--- src/rtl/counter.sv ---
// Free-running Size-bit up-counter, wraps modulo 2^Size; synchronous active-high reset to zero.
// Latency: count changes one clock edge after reset/increment; no handshake, so no backpressure.
module counter #(
  parameter int Size = 5
) (
  input  logic            clock,
  input  logic            reset,
  output logic [Size-1:0] count
);

  // Reset wins over increment; the MSB carry is dropped, giving the wrap.
  always_ff @(posedge clock) begin
    if (reset) begin
      count <= '0;
    end else begin
      count <= count + Size'(1);
    end
  end

endmodule

--- config.mk ---
export PLATFORM = sky130hd
export DESIGN_NAME = counter
export DESIGN_NICKNAME = d
export VERILOG_FILES = /design/src/rtl/counter.sv
export SDC_FILE = /design/constraint.sdc
export NUM_CORES = 1
export LEC_CHECK = 0
export CORE_AREA = 2 2 39 41
export CTS_BUF_LIST = sky130_fd_sc_hd__clkbuf_8 sky130_fd_sc_hd__clkbuf_16
export CTS_CLUSTER_DIAMETER = 50
export DETAILED_ROUTE_END_ITERATION = 12
export DIE_AREA = 0 0 41 43
export PLACE_DENSITY = 0.36
export RECOVER_POWER = 25
export SLEW_MARGIN = 25
export SYNTH_ARGS = -nofsm -noshare
export SYNTH_HDL_FRONTEND = slang
export SYNTH_SLANG_ARGS = --single-unit
--- constraint.sdc ---
create_clock -name clock -period 1.7 [get_ports clock]
set_input_delay 0.34 -clock clock [delete_from_list [all_inputs] [get_ports clock]]
set_output_delay 0.34 -clock clock [all_outputs]
set_load 0.01 [all_outputs]
==> impl_metrics.env <==
export IMPL_comb_power_share_pct=7.5
export IMPL_yosysSeqAreaShare_pct=51.3
export IMPL_synth_area_um2=195
export IMPL_num_vias=161
export IMPL_path_class="flip-flop to primary output"
export IMPL_crit_chain="clkdlybuf4s50_1"
export IMPL_fin_skew_ps=2.18
export IMPL_cts_tree="built"
export IMPL_routedWlPerCell_um=8.34
export IMPL_drive_gt1_share_pct=17.9
export IMPL_ctsResizeCount=0
export IMPL_syn_area_per_cell_um2=10.8
export IMPL_rsz0062_at_grt="no"
export IMPL_drv_slew=0
export IMPL_crit_required_ps=1360
export IMPL_power_frac_seq_pct=35.0
export IMPL_grt_max_degree=8
export IMPL_status="finished, final reports clean"
export IMPL_post_cts_setup_buffers=0
export IMPL_vias_per_cell=3.66
export IMPL_yosysWarnings=0
export IMPL_setup_viol=0
export IMPL_largest_registers="count (5)"
export IMPL_crit_fanout=4
export IMPL_grt_pass1_vias=151
export IMPL_power_density_nw_per_um2=1160
export IMPL_antenna_found_initial=0
export IMPL_critPathLaunchType="flip-flop"
export IMPL_switching_share_pct=20.1
export IMPL_cts_buffers=3
export IMPL_io_buffers=6
export IMPL_power_static_leakage_nw=0.135
export IMPL_numClockSinks=5
export IMPL_synth_cell_type_count=7
export IMPL_firstDrtPassIters=2
export IMPL_clock_path_buffers=2
export IMPL_grt_overflow_total=0
export IMPL_insertion_delay_ps=220
export IMPL_layout_common_cells="5 x dfxtp_1, 5 x clkdlybuf4s50_1, 4 x nor2_1"
export IMPL_largest_reg_flops=5
export IMPL_fp_dieH_um=43
export IMPL_rows=14
export IMPL_area_growth_pct=64.1
export IMPL_fillers=153
export IMPL_ys_seq_elements=5
export IMPL_cts_root_buf="clkbuf_8"
export IMPL_p_int_mw=0.296
export IMPL_cp_slowest_stage_delay_ps=560
export IMPL_holdCritStartpoint="count[0]"
export IMPL_holdBufCountCts=0
export IMPL_grt_usage_pct=6.12
export IMPL_core_um2=1380
export IMPL_n_antenna_cell=0
export IMPL_largest_register="count"
export IMPL_syn_inst=18
export IMPL_arrival_ps=1160
export IMPL_start_util_pct=14.1
export IMPL_drt_iter0_drc=2
export IMPL_path_depth=1
export IMPL_p_sw_mw=0.0746
export IMPL_r2r_start="count[0]"
export IMPL_period_minus_slack_ps=1500
export IMPL_grt_pass1_wl_um=634
export IMPL_p_clk_share_pct=57.4
export IMPL_critPathTopFamily="buffers and inverters"
export IMPL_max_freq_ghz=0.668
export IMPL_die_w_um=41
export IMPL_route_detailed_drc=0
export IMPL_worst_pin_slew_ps=240
export IMPL_ant_nets=0
export IMPL_crit_buf_inv=1
export IMPL_relSlewSlack_pct=84.0
export IMPL_num_io_pins=7
export IMPL_end_kind="primary output"
export IMPL_ctsHtreeMaxLevel=1
export IMPL_peakVddDrop_mv=0.592
export IMPL_power_total_mw=0.371
export IMPL_hold_path_class="flip-flop to flip-flop"
export IMPL_startpoint="count[2]"
export IMPL_die_area_um2=1760
export IMPL_critPathSlowestCell="clkdlybuf4s50_1"
export IMPL_reg2reg_depth=3
export IMPL_gp_congestion=0.606
export IMPL_finalHoldViolCount=0
export IMPL_dp_hpwl_um=258
export IMPL_finalNetCount=32
export IMPL_clk_pin_slew_worst_paths_ps=40
export IMPL_tns_ps=0
export IMPL_syn_nets=21
export IMPL_cap_violations=0
export IMPL_postRouteWirelength_um=367
export IMPL_hold_depth=1
export IMPL_finalCritPeriodShare_pct=88.0
power groups by stage:
stage	registers [mW]	logic [mW]	clock network, mW
2_1_floorplan	0.134	0.00902	0
3_3_place_gp	0.132	0.0297	0
5_1_grt	0.131	0.0304	0.234
4_1_cts	0.130	0.0289	0.221
3_5_place_dp	0.132	0.0285	0
6_report	0.130	0.0279	0.213
layer usage:
metal,track usage (%),part of all wire (%)
met1,6.75,44
met2,6.56,35
met3,9.95,21
met4,0,0
met5,0,0
synthesized netlist by cell type:
library cell | number | area share (%)
dfxtp_1 | 5 | 51
ha_1 | 1 | 6.4
mux2_4 | 2 | 15
nand3_1 | 2 | 5.1
nor2_1 | 4 | 7.7
nor2b_1 | 3 | 9.6
xnor2_1 | 1 | 4.5
kinds of logic after synthesis:
| group | Yosys count | synth area share [%] |
|---|---|---|
| and+or+nand+nor | 9 | 22.4 |
| xor gates and xnor gates | 1 | 4.49 |
| adders and majority gates | 1 | 6.41 |
| muxes | 2 | 15.4 |
| DFF | 5 | 51.3 |
final cells by class:
cell class | count | area, µm² | share of cell area (%)
clock inverters | 1 | 3.75 | 1.17
well taps | 16 | 20.0 | 6.25
flip-flops and latches | 5 | 100 | 31.3
repair buffers | 6 | 60.1 | 18.8
clock buffers | 3 | 41.3 | 12.9
multi-input cells | 13 | 95.1 | 29.7
path summary, 6_finish.rpt:
kind / to / slack [ps]
setup / recovery: count[2] / 200
hold reg to reg: count[0] / 460
setup reg to reg: count[4] / 610
hold / removal: count[0] / 460
metrics by stage:
| step | utilization [%] | instance area, µm² | instances | hold WS, ps | worst slack [ps] |
|---|---|---|---|---|---|
| 2_1_floorplan | - | 195 | 18 | 407 | 599 |
| 3_3_place_gp | 19.9 | 275 | 40 | 483 | 327 |
| 3_5_place_dp | 19.9 | 275 | 40 | 458 | 311 |
| 4_1_cts | 23.1 | 320 | 44 | 469 | 191 |
| 5_1_grt | 23.1 | 320 | 44 | 478 | 154 |
| 6_report | 23.1 | 320 | 44 | 460 | 204 |
Power figures use the tool's default switching activity.
